==> src/rtl/multicycle_controller.sv <==
// Multi-cycle MIPS sequencer: steps each instruction through FETCH/DECODE/EXECUTE/MEM/WRITEBACK,
// drives the memory handshakes and datapath strobes, counts retirements and traps on faults.
module multicycle_controller #(
  parameter int COUNT_WIDTH = 16,
  parameter int MEM_TIMEOUT = 255
) (
  input  logic                   CLK,
  input  logic                   RESET,
  input  logic [5:0]             Opcode,
  input  logic [5:0]             Funct,
  input  logic                   Zero,
  input  logic                   IMemAck,
  input  logic                   DMemAck,
  output logic                   IMemReq,
  output logic                   DMemReq,
  output logic                   DMemWrite,
  output logic                   IRWrite,
  output logic                   PCWrite,
  output logic                   PCSrcBranch,
  output logic                   ALUSrcImm,
  output logic                   RegDst,
  output logic                   MemToReg,
  output logic [3:0]             ALUControl,
  output logic                   RegWrite,
  output logic                   Trap,
  output logic [COUNT_WIDTH-1:0] InstrRetired
);

  localparam int TO_W = $clog2(MEM_TIMEOUT + 1);
  localparam logic [TO_W-1:0] TO_LAST = TO_W'(MEM_TIMEOUT - 1);

  localparam logic [5:0] OP_RTYPE = 6'b000000;
  localparam logic [5:0] OP_LW    = 6'b100011;
  localparam logic [5:0] OP_SW    = 6'b101011;
  localparam logic [5:0] OP_BEQ   = 6'b000100;

  localparam logic [5:0] FN_ADD = 6'b100000;
  localparam logic [5:0] FN_SUB = 6'b100010;
  localparam logic [5:0] FN_AND = 6'b100100;
  localparam logic [5:0] FN_OR  = 6'b100101;
  localparam logic [5:0] FN_SLT = 6'b101010;

  localparam logic [3:0] ALU_AND = 4'b0000;
  localparam logic [3:0] ALU_OR  = 4'b0001;
  localparam logic [3:0] ALU_ADD = 4'b0010;
  localparam logic [3:0] ALU_SUB = 4'b0110;
  localparam logic [3:0] ALU_SLT = 4'b0111;

  localparam logic [1:0] ALUOP_ADD   = 2'b00;
  localparam logic [1:0] ALUOP_SUB   = 2'b01;
  localparam logic [1:0] ALUOP_FUNCT = 2'b10;

  typedef enum logic [2:0] {
    S_FETCH,
    S_DECODE,
    S_EXECUTE,
    S_MEM,
    S_WRITEBACK,
    S_TRAP
  } state_e;

  typedef enum logic [1:0] {
    I_RTYPE,
    I_LW,
    I_SW,
    I_BEQ
  } instr_e;

  state_e                 state_q, state_d;
  instr_e                 instr_q, instr_d;
  logic [3:0]             alu_ctrl_q, alu_ctrl_d;
  logic                   funct_ok_q, funct_ok_d;
  logic [TO_W-1:0]        timeout_q, timeout_d;
  logic [COUNT_WIDTH-1:0] retired_q, retired_d;

  logic       dec_legal;
  instr_e     dec_instr;
  logic [1:0] dec_alu_op;
  logic       dec_funct_ok;
  logic [3:0] dec_alu_ctrl;

  logic       imem_req_c, dmem_req_c, dmem_write_c, ir_write_c, pc_write_c, pc_src_c;
  logic       alu_src_imm_c, reg_dst_c, mem_to_reg_c, reg_write_c, trap_c, retire_c;
  logic [3:0] alu_ctrl_c;

  // Opcode classification and the ALUOp -> ALUControl decode, used while in DECODE.
  // NOTE: every signal written in an always_comb gets a default first; a path that
  // skips an assignment would otherwise infer a latch.
  always_comb begin
    dec_legal  = 1'b1;
    dec_instr  = I_RTYPE;
    dec_alu_op = ALUOP_ADD;
    case (Opcode)
      OP_RTYPE: begin dec_instr = I_RTYPE; dec_alu_op = ALUOP_FUNCT; end
      OP_LW:    begin dec_instr = I_LW;    dec_alu_op = ALUOP_ADD;   end
      OP_SW:    begin dec_instr = I_SW;    dec_alu_op = ALUOP_ADD;   end
      OP_BEQ:   begin dec_instr = I_BEQ;   dec_alu_op = ALUOP_SUB;   end
      default:  dec_legal = 1'b0;
    endcase

    dec_funct_ok = 1'b1;
    dec_alu_ctrl = ALU_ADD;
    case (dec_alu_op)
      ALUOP_ADD: dec_alu_ctrl = ALU_ADD;
      ALUOP_SUB: dec_alu_ctrl = ALU_SUB;
      default: begin
        case (Funct)
          FN_ADD:  dec_alu_ctrl = ALU_ADD;
          FN_SUB:  dec_alu_ctrl = ALU_SUB;
          FN_AND:  dec_alu_ctrl = ALU_AND;
          FN_OR:   dec_alu_ctrl = ALU_OR;
          FN_SLT:  dec_alu_ctrl = ALU_SLT;
          default: begin dec_funct_ok = 1'b0; dec_alu_ctrl = ALU_AND; end
        endcase
      end
    endcase
  end

  always_comb begin
    state_d       = state_q;
    instr_d       = instr_q;
    alu_ctrl_d    = alu_ctrl_q;
    funct_ok_d    = funct_ok_q;
    timeout_d     = '0;
    retired_d     = retired_q;
    imem_req_c    = 1'b0;
    dmem_req_c    = 1'b0;
    dmem_write_c  = 1'b0;
    ir_write_c    = 1'b0;
    pc_write_c    = 1'b0;
    pc_src_c      = 1'b0;
    alu_src_imm_c = 1'b0;
    reg_dst_c     = 1'b0;
    mem_to_reg_c  = 1'b0;
    reg_write_c   = 1'b0;
    trap_c        = 1'b0;
    retire_c      = 1'b0;
    alu_ctrl_c    = 4'b0000;

    case (state_q)
      S_FETCH: begin
        imem_req_c = 1'b1;
        if (IMemAck) begin
          ir_write_c = 1'b1;
          pc_write_c = 1'b1;
          state_d    = S_DECODE;
        // The wait that would bring the counter to MEM_TIMEOUT traps instead; an ack in it wins.
        end else if (timeout_q == TO_LAST) begin
          state_d = S_TRAP;
        end else begin
          timeout_d = timeout_q + TO_W'(1);
        end
      end

      S_DECODE: begin
        if (dec_legal) begin
          instr_d    = dec_instr;
          alu_ctrl_d = dec_alu_ctrl;
          funct_ok_d = dec_funct_ok;
          state_d    = S_EXECUTE;
        end else begin
          state_d = S_TRAP;
        end
      end

      S_EXECUTE: begin
        alu_ctrl_c = alu_ctrl_q;
        case (instr_q)
          I_RTYPE: state_d = funct_ok_q ? S_WRITEBACK : S_TRAP;
          I_LW, I_SW: begin
            alu_src_imm_c = 1'b1;
            state_d       = S_MEM;
          end
          default: begin
            pc_write_c = Zero;
            pc_src_c   = Zero;
            retire_c   = 1'b1;
            state_d    = S_FETCH;
          end
        endcase
      end

      S_MEM: begin
        alu_ctrl_c   = alu_ctrl_q;
        dmem_req_c   = 1'b1;
        dmem_write_c = (instr_q == I_SW);
        if (DMemAck) begin
          retire_c = (instr_q == I_SW);
          state_d  = (instr_q == I_SW) ? S_FETCH : S_WRITEBACK;
        end else if (timeout_q == TO_LAST) begin
          state_d = S_TRAP;
        end else begin
          timeout_d = timeout_q + TO_W'(1);
        end
      end

      S_WRITEBACK: begin
        alu_ctrl_c   = alu_ctrl_q;
        reg_write_c  = 1'b1;
        reg_dst_c    = (instr_q == I_RTYPE);
        mem_to_reg_c = (instr_q == I_LW);
        retire_c     = 1'b1;
        state_d      = S_FETCH;
      end

      default: begin
        trap_c  = 1'b1;
        state_d = S_TRAP;
      end
    endcase

    if (retire_c) retired_d = retired_q + COUNT_WIDTH'(1);
  end

  // NOTE: sequential state uses non-blocking assignments so every flop samples the
  // pre-edge value of its inputs, independent of the order of statements.
  always_ff @(posedge CLK) begin
    if (RESET) begin
      state_q    <= S_FETCH;
      instr_q    <= I_RTYPE;
      alu_ctrl_q <= 4'b0000;
      funct_ok_q <= 1'b0;
      timeout_q  <= '0;
      retired_q  <= '0;
    end else begin
      state_q    <= state_d;
      instr_q    <= instr_d;
      alu_ctrl_q <= alu_ctrl_d;
      funct_ok_q <= funct_ok_d;
      timeout_q  <= timeout_d;
      retired_q  <= retired_d;
    end
  end

  // Outputs read 0 for as long as RESET is held, even before the state register has reset.
  assign IMemReq      = imem_req_c    & ~RESET;
  assign DMemReq      = dmem_req_c    & ~RESET;
  assign DMemWrite    = dmem_write_c  & ~RESET;
  assign IRWrite      = ir_write_c    & ~RESET;
  assign PCWrite      = pc_write_c    & ~RESET;
  assign PCSrcBranch  = pc_src_c      & ~RESET;
  assign ALUSrcImm    = alu_src_imm_c & ~RESET;
  assign RegDst       = reg_dst_c     & ~RESET;
  assign MemToReg     = mem_to_reg_c  & ~RESET;
  assign RegWrite     = reg_write_c   & ~RESET;
  assign Trap         = trap_c        & ~RESET;
  assign ALUControl   = alu_ctrl_c    & {4{~RESET}};
  assign InstrRetired = retired_q     & {COUNT_WIDTH{~RESET}};

endmodule

==> config.mk <==
export PLATFORM = sky130hd
export DESIGN_NAME = multicycle_controller
export DESIGN_NICKNAME = d
export VERILOG_FILES = /design/src/rtl/multicycle_controller.sv
export SDC_FILE = /design/constraint.sdc
export NUM_CORES = 1
export LEC_CHECK = 0
export ABC_CLOCK_PERIOD_IN_PS = 2400
export BUFFER_PORTS_ARGS = -buffer_cell sky130_fd_sc_hd__buf_4
export CAP_MARGIN = 20
export CORE_ASPECT_RATIO = 0.8
export CORE_UTILIZATION = 50
export DETAILED_ROUTE_END_ITERATION = 7
export HOLD_SLACK_MARGIN = 0.15
export PLACE_DENSITY = 0.78
export RECOVER_POWER = 50
export REMOVE_ABC_BUFFERS = 1
export SETUP_SLACK_MARGIN = 0.4
export SLEW_MARGIN = 20
export SYNTH_ARGS = -nofsm -noshare
export SYNTH_HDL_FRONTEND = slang
export SYNTH_SLANG_ARGS = --single-unit
==> constraint.sdc <==
create_clock -name CLK -period 2.4 [get_ports CLK]
set_input_delay 0.36 -clock CLK [delete_from_list [all_inputs] [get_ports CLK]]
set_output_delay 0.36 -clock CLK [all_outputs]
set_load 0.05 [all_outputs]
After elaboration in Yosys (flattened, before gate mapping) --
Index checks and enable logic that the tools add are counted.
Operators by class: $mul 0, div/mod/pow operators 0, $lt $le $gt $ge 0, eq/ne operators 16, bitwise logic cells 14, shift operators 0, multiplexer cells 37, reductions and logical operators 12, $add $sub $neg 2
Operators by type and width (number):
- $eq 6x6->1 const B | 7
- $mux 8 | 3
- $mux 1 | 19
- $add 16x1->16 const B | 1
- $and 16x16->16 | 1
- $pmux 8 s2 | 1
- $mux 3 | 5
- $pmux 3 s5 | 1
- $pmux 3 s2 | 2
- $pmux 3 s4 | 1
- $and 1x1->1 | 11
- $reduce_or 5->1 | 2
- $add 8x1->8 const B | 1
- $eq 8x8->1 const B | 1
- $eq 3x2->1 const B | 2
- $eq 6x3->1 const B | 1
- $logic_not 6->1 | 1
- $pmux 2 s3 | 1
- $reduce_or 3->1 | 2
- $and 4x4->4 | 1
- $eq 2x1->1 const B | 2
- $logic_not 2->1 | 2
- $mux 4 | 1
- $pmux 2 s2 | 1
- other kinds (10) | 11
Storage, ports and cells: bits in registers 34, ROM bits 0, memories kept 0, bits of input ports 17, logic and storage cells 87, bits in latches 0, bits in writable memories 0, output and inout port bits 31

Longest topological paths before layout --
Gate-level depths: netlist of run 1.
depth after elaboration 5, mapped depth 7, depth with buffers taken out 5

Worst setup path after synthesis of run 1 --
No wires, ideal clock.
path type reg-to-output, start register state_q[1], end output port PCWrite, slack -1244 ps, buffers on the path 1, cell stages (with the launch flop) 4, arrival 3284 ps, required time 2040 ps, cell sequence dfxtp_1 > clkbuf_1 > nand3_1 > a2111oi_0
Between the ends: word-level cells in the longest chain between the ends 3, elaborated cells between the ends (all ways) 4, classes of those cells eq/ne (1); mux (1); bitwise (1); reduce/logical (1)
RTL lines:
- start, declared | line 69 | state_e state_q, state_d;
- start signal, assigned | line 226 | state_q <= state_d;
- $eq 3x2->1 / $logic_not 3->1 (equally long branches) | line 140 | case (state_q)
- $pmux 1 s2 (*) | line 140
- $and 1x1->1 (*) | line 240 | assign PCWrite = pc_write_c & ~RESET;
- end, declared | line 18 | output logic PCWrite,
Every way passes the cells marked *; elsewhere a longest branch is shown, timed or not.

Worst setup path in the final report of run 1 --
start register state_q[0], end register retired_q[15]
Between the ends: word-level cells in the longest chain between the ends 2, elaborated cells between the ends (all ways) 4, classes of those cells eq/ne (3); mux (1)
RTL lines:
- $eq 3x3->1 / $eq 3x2->1 (equally long branches) | line 140
- $pmux 1 s3 (*) | line 140
- end signal, assigned | line 231 | retired_q <= retired_d;
- end, declared | line 74 | logic [COUNT_WIDTH-1:0] retired_q, retired_d;
Marks and branches as above. A chain may end at the register's enable or synchronous reset.

==> flow_metrics.py, run 1 <==
metrics = {
    "pwr": {
        "power.density_nw_per_um2": 619,
        "leakage_nw": 0.995,
        "ir_drop_mv": 0.360,
    },
    "setup_path": {
        "path_class": "reg2reg",
        "crit_arrival_ns": 2.31,
        "cp-end-kind": "flip-flop",
        "cp_max_fo": 14,
        "start_kind": "flip-flop",
        "worstPathRequired_ns": 2.61,
    },
    "sta": {
        "timing.final.crit_share_pct": 87.4,
        "timing.slew.headroom_pct": 58.8,
        "worstMarginPinSlew_ns": 0.619,
        "fmax_ghz": 0.477,
        "setup_viol": 0,
        "min_period_ns": 2.10,
        "drv_slew": 0,
        "rsz0062_at_grt": "no",
        "fin_ws_ns": 0.304,
        "finalClockSkew_ns": 0.00563,
        "finalHoldViolCount": 0,
    },
    "grt": {
        "grt_pass1_vias": 1650,
        "grt_antenna_before_repair": 0,
        "grtUsageMet1_pct": 32.2,
        "grt_max_degree": 35,
        "busiest_layer": "met2",
        "grt_pass1_wl_mm": 7.40,
        "grt.met2_usage_pct": 32.9,
        "met3_usage_pct": 4.79,
        "grt_usage_pct": 22.4,
        "grt_overflow_total": 0,
    },
    "synth": {
        "synth_cell_types": 48,
        "synth_cells": 250,
        "synth.top_cell.area_share_pct": 32.6,
        "yosysTopAreaCell": "dfxtp_1",
        "ys_ff_latch": 33,
        "ys_seq_area_share_pct": 32.6,
        "syn_area_um2": 2030,
        "synthArstFlopShare_pct": 0,
        "synth.most_common_cell": "dfxtp_1",
        "synth_common_cells": "dfxtp_1, nor2_1, a21oi_1",
        "yosysWarnings": 0,
        "synthTopCellsByArea": "dfxtp_1, nor2b_1, ha_1, nor2_1, a21oi_1",
        "synth_area_per_cell_um2": 8.11,
        "synthFlopType": "dfxtp_1",
        "synth_edf_count": 0,
    },
    "finish": {
        "drive_above_1_share_pct": 23.4,
        "nets": 319,
        "antenna_cells": 0,
        "final_core_util_pct": 66.1,
        "synthToLayoutAreaGrowth_pct": 24.9,
    },
    "hold_path": {
        "min_path_type": "in2reg",
    },
    "clocking": {
        "cts_tree": "built",
        "cts_buffers": 5,
        "clock_latency_ns": 0.29,
        "ctsHoldBuffers": 0,
        "root_buffer": "clkbuf_8",
        "path_clk_slew_ns": 0.07,
        "h-tree-depth": 2,
        "cts_buffer_depth": 2,
        "cts_sinks": 33,
    },
    "placed_design": {
        "io_buffers": 46,
        "place_ws_ns": 0.327,
        "gp_congestion": 0.900,
        "place_hpwl_mm": 3.39,
    },
    "route": {
        "drc": 0,
        "first_pass_iters": 4,
        "drt_iter0_markers": 131,
        "antenna_left": 0,
        "wl_per_cell_um": 13.2,
        "wl_mm": 4.63,
        "vias": 1958,
        "viasPerCell": 5.59,
    },
    "run": {
        "cap_viol_max_count": 0,
    },
    "floorplan": {
        "dieWidth_um": 73.2,
        "initial_core_util_pct": 53.0,
        "core_um2": 3830,
        "die-area_um2": 4320,
        "die_h_um": 59.0,
        "boundaryPins": 48,
        "row_count": 20,
    },
    "run_status": {
        "status": "finished, final reports clean",
    },
}
[worst max-delay path, cell delays in order (launching register included)]
cell and delay, ns:
dfxtp_1 0.70, and4b_1 0.34, a221oi_4 0.13, buf_4 0.19, or4_1 0.50, a21oi_1 0.15
[timing repair]
action,in CTS,in global routing
pin swaps,1,1
resized for setup,12,4
endpoints found under the setup margin,15,3
buffers inserted,1,0
[final timing paths]
kind / from / end / slack [ns] / cells after the start
worst max-delay path: state_q[0] / retired_q[15] / 0.30 / 5
worst min-delay path: Opcode[2] / instr_q[1] / 0.40 / 3
worst max register to register: state_q[0] / retired_q[15] / 0.30 / 5
worst min register to register: alu_ctrl_q[0] / alu_ctrl_q[0] / 0.45 / 2
[cell families (layout without fill, tap and decap cells)]
family / Yosys count / after routing / share of synthesized area (%)
AOI/OAI and AO/OA: 46 / 46 / 14.9
adders and majority gates: 8 / 8 / 4.94
and+or+nand+nor: 130 / 130 / 37.2
DFF: 33 / 33 / 32.6
muxes: 4 / 4 / 2.16
other: 1 / 1 / 0.185
xor gates and xnor gates: 7 / 7 / 3.02
buffers and inverters: 21 / 66 / 5.00
[metal layers]
layer / part of all wire (%) / up-vias
met1: 50 / 898
met4: 1.2 / 0
met2: 43 / 61
met3: 6.2 / 7
met5: 0 / -
li1: - / 992
[cell type report]
class,count,area (µm²)
repair buffers,51,343
flip-flops and latches,33,671
clock buffers,7,86.3
fillers,337,1300
well taps,55,68.8
multi-input cells,196,1310
inverters,7,26.3
clock inverters,1,30.0
[power by group]
group | switching, W | leakage, nW | internal, W | total [W]
Clock | 0.000203 | 0.0585 | 0.000338 | 0.000541
Combinational | 0.000241 | 0.668 | 0.000150 | 0.000391
Sequential | 0.0000630 | 0.269 | 0.000573 | 0.000636
[metrics by stage]
stage	instances	hold WS (ns)	cell area (µm²)	total power, W	TNS, ns
2_1_floorplan	236	0.421	1950	0.000856	-2.69
3_3_place_gp	341	0.439	2400	0.000985	0
3_5_place_dp	341	0.445	2400	0.000995	0
4_1_cts	350	0.349	2550	0.00157	0
5_1_grt	350	0.424	2530	0.00164	0
6_report	350	0.395	2530	0.00157	0
[cell usage in the layout (no fill, tap or decap), drive strengths merged, types with 3 or more instances in the layout]
master	n
nor2	25
ha	8
o21ai	10
nor2b	17
o31ai	3
and2	10
inv	7
nand3	10
nand2b	4
or4	6
a21oi	18
and4	6
or3	8
nand2	13
buf	34
xor2	6
mux2	3
nor3	9
nor4	6
clkbuf	24
nand4	4
dfxtp	33
[sequential cells by signal, indices dropped and copies added, names as in the netlist]
name / flops
state_q: 3
instr_q: 2
retired_q: 16
alu_ctrl_q: 3
funct_ok_q: 1
timeout_q: 8
Power figures use the tool's default switching activity.
==> run 2: changes to the inputs <==
--- a/config.mk
+++ b/config.mk
@@ -13,7 +13,7 @@
 export DETAILED_ROUTE_END_ITERATION = 7
 export HOLD_SLACK_MARGIN = 0.15
 export PLACE_DENSITY = 0.78
-export RECOVER_POWER = 50
+export RECOVER_POWER = 25
 export REMOVE_ABC_BUFFERS = 1
 export SETUP_SLACK_MARGIN = 0.4
 export SLEW_MARGIN = 20
==> flow_metrics.py, run 2 (same netlist as run 1, synthesis figures left out) <==
metrics = {
    "run_status": {
        "status": "finished, final reports clean",
    },
    "floorplan": {
        "core_um2": 3830,
        "die-area_um2": 4320,
        "initial_core_util_pct": 53.0,
        "boundaryPins": 48,
        "die_h_um": 59.0,
        "dieWidth_um": 73.2,
        "row_count": 20,
    },
    "setup_path": {
        "worstPathCellList": "and4b_1 > a221oi_4 > buf_4 > or4_1 > a21oi_1",
        "critical-path-max-stage-delay_ns": 0.70,
        "cp_max_fo": 14,
        "crit_cells": 5,
        "rr_worst_depth": 5,
        "start_kind": "flip-flop",
        "r2r-end": "retired_q[15]",
        "slowest_stage": "dfxtp_1",
        "r2r_slack_ns": 0.30,
        "worstPathRequired_ns": 2.61,
        "r2r_start": "state_q[0]",
        "cp-end-kind": "flip-flop",
        "crit_family": "simple AND/OR/NAND/NOR gates",
        "crit_arrival_ns": 2.31,
        "path_class": "reg2reg",
        "cp.buffers_inverters": 1,
    },
    "clocking": {
        "root_buffer": "clkbuf_8",
        "path_clk_slew_ns": 0.07,
        "cts_tree": "built",
        "ctsHoldBuffers": 0,
        "cts_buffer_depth": 2,
        "cts_sinks": 33,
        "h-tree-depth": 2,
        "cts_buffers": 5,
        "clock_latency_ns": 0.29,
    },
    "finish": {
        "stdcell_count": 350,
        "antenna_cells": 0,
        "largest_register": "retired_q",
        "largest_register_ff_count": 16,
        "drive_above_1_share_pct": 23.4,
        "nets": 319,
        "largestRegisters": "retired_q (16), timeout_q (8)",
        "layout_commonest_cell": "buf_4",
        "final_cell_mix": "buf_4, dfxtp_1, nor2_1, nor2b_1, a21oi_1",
        "final_area_um2": 2550,
        "final_core_util_pct": 66.7,
        "synthToLayoutAreaGrowth_pct": 25.8,
    },
    "placed_design": {
        "gp_congestion": 0.900,
        "place_hpwl_mm": 3.39,
        "place_ws_ns": 0.327,
        "io_buffers": 46,
        "dpl.cell_count": 341,
        "placedInstanceArea_um2": 2400,
    },
    "grt": {
        "grt_antenna_before_repair": 0,
        "grt_overflow_total": 0,
        "grt_pass1_wl_mm": 7.40,
        "grt_pass1_vias": 1650,
        "grt_max_degree": 35,
        "grt_usage_pct": 22.4,
    },
    "sta": {
        "rsz0062_at_grt": "no",
        "timing.slew.headroom_pct": 59.5,
        "timing.final.crit_share_pct": 87.6,
        "min_period_ns": 2.10,
        "drv_slew": 0,
        "hold_ws_ns": 0.395,
        "fin_ws_ns": 0.299,
        "setup_viol": 0,
        "fmax_ghz": 0.476,
        "finalClockSkew_ns": 0.00555,
        "finalHoldViolCount": 0,
        "worstMarginPinSlew_ns": 0.608,
    },
    "route": {
        "vias": 1956,
        "drt_iter0_markers": 109,
        "viasPerCell": 5.59,
        "antenna_left": 0,
        "wl_mm": 4.65,
        "first_pass_iters": 4,
        "wl_per_cell_um": 13.3,
        "drc": 0,
    },
    "hold_path": {
        "min_path_type": "in2reg",
        "hold_depth": 3,
        "min_from": "Opcode[2]",
        "worstHoldEndpoint": "instr_q[1]",
    },
    "run": {
        "cap_viol_max_count": 0,
    },
    "pwr": {
        "leakage_nw": 1.00,
        "ir_drop_mv": 0.360,
        "power.density_nw_per_um2": 615,
    },
}
run 2: repair_timing:
item,CTS,global route
pin swaps,1,1
buffers inserted,1,0
hold endpoints to repair,0,0
gates cloned,0,0
endpoints found under the setup margin,15,3
gates resized for setup,12,4
run 2: per-stage QoR:
step / TNS, ns / power, W
floorplan: -2.69 / 0.000856
global placement: 0 / 0.000985
detailed placement: 0 / 0.000995
CTS: 0 / 0.00157
global route: 0 / 0.00164
finish: 0 / 0.00157
run 2: layer usage:
layer	wire (µm)	part of all wire, %	global-route usage, %
met2	1990	43	32.9
met4	58	1.2	7.84
met1	2330	50	32.2
met3	278	6.0	4.79
met5	0	0	0
run 2: tightest hold or removal path: cells and delay by family:
family          cells  cell delay, ns
compound gates      1            0.07
simple gates        1            0.08
buf+inv             1            0.13
run 2: worst max-delay path by stage:
stage	from	to	slack, ns
2_1_floorplan	state_q[1]	PCWrite	-1.13
3_3_place_gp	state_q[1]	ALUControl[0]	0.42
3_5_place_dp	state_q[1]	retired_q[15]	0.33
4_1_cts	instr_q[0]	PCWrite	0.43
5_1_grt	state_q[0]	retired_q[15]	0.23
6_report	state_q[0]	retired_q[15]	0.30
run 2: final cells by class:
cell class / count / area [µm²]
fill: 333 / 1280
inverter: 7 / 26.3
sequential: 33 / 671
clock inverter: 1 / 30.0
tap: 55 / 68.8
clock buffer: 7 / 86.3
multi-input combinational: 196 / 1310
timing repair buffer: 51 / 363
run 2: power breakdown:
part	switching (W)	internal (W)	leakage (nW)
Clock	0.000203	0.000338	0.0585
Sequential	0.0000629	0.000573	0.269
Combinational	0.000241	0.000152	0.674
Total	0.000507	0.00106	1.00
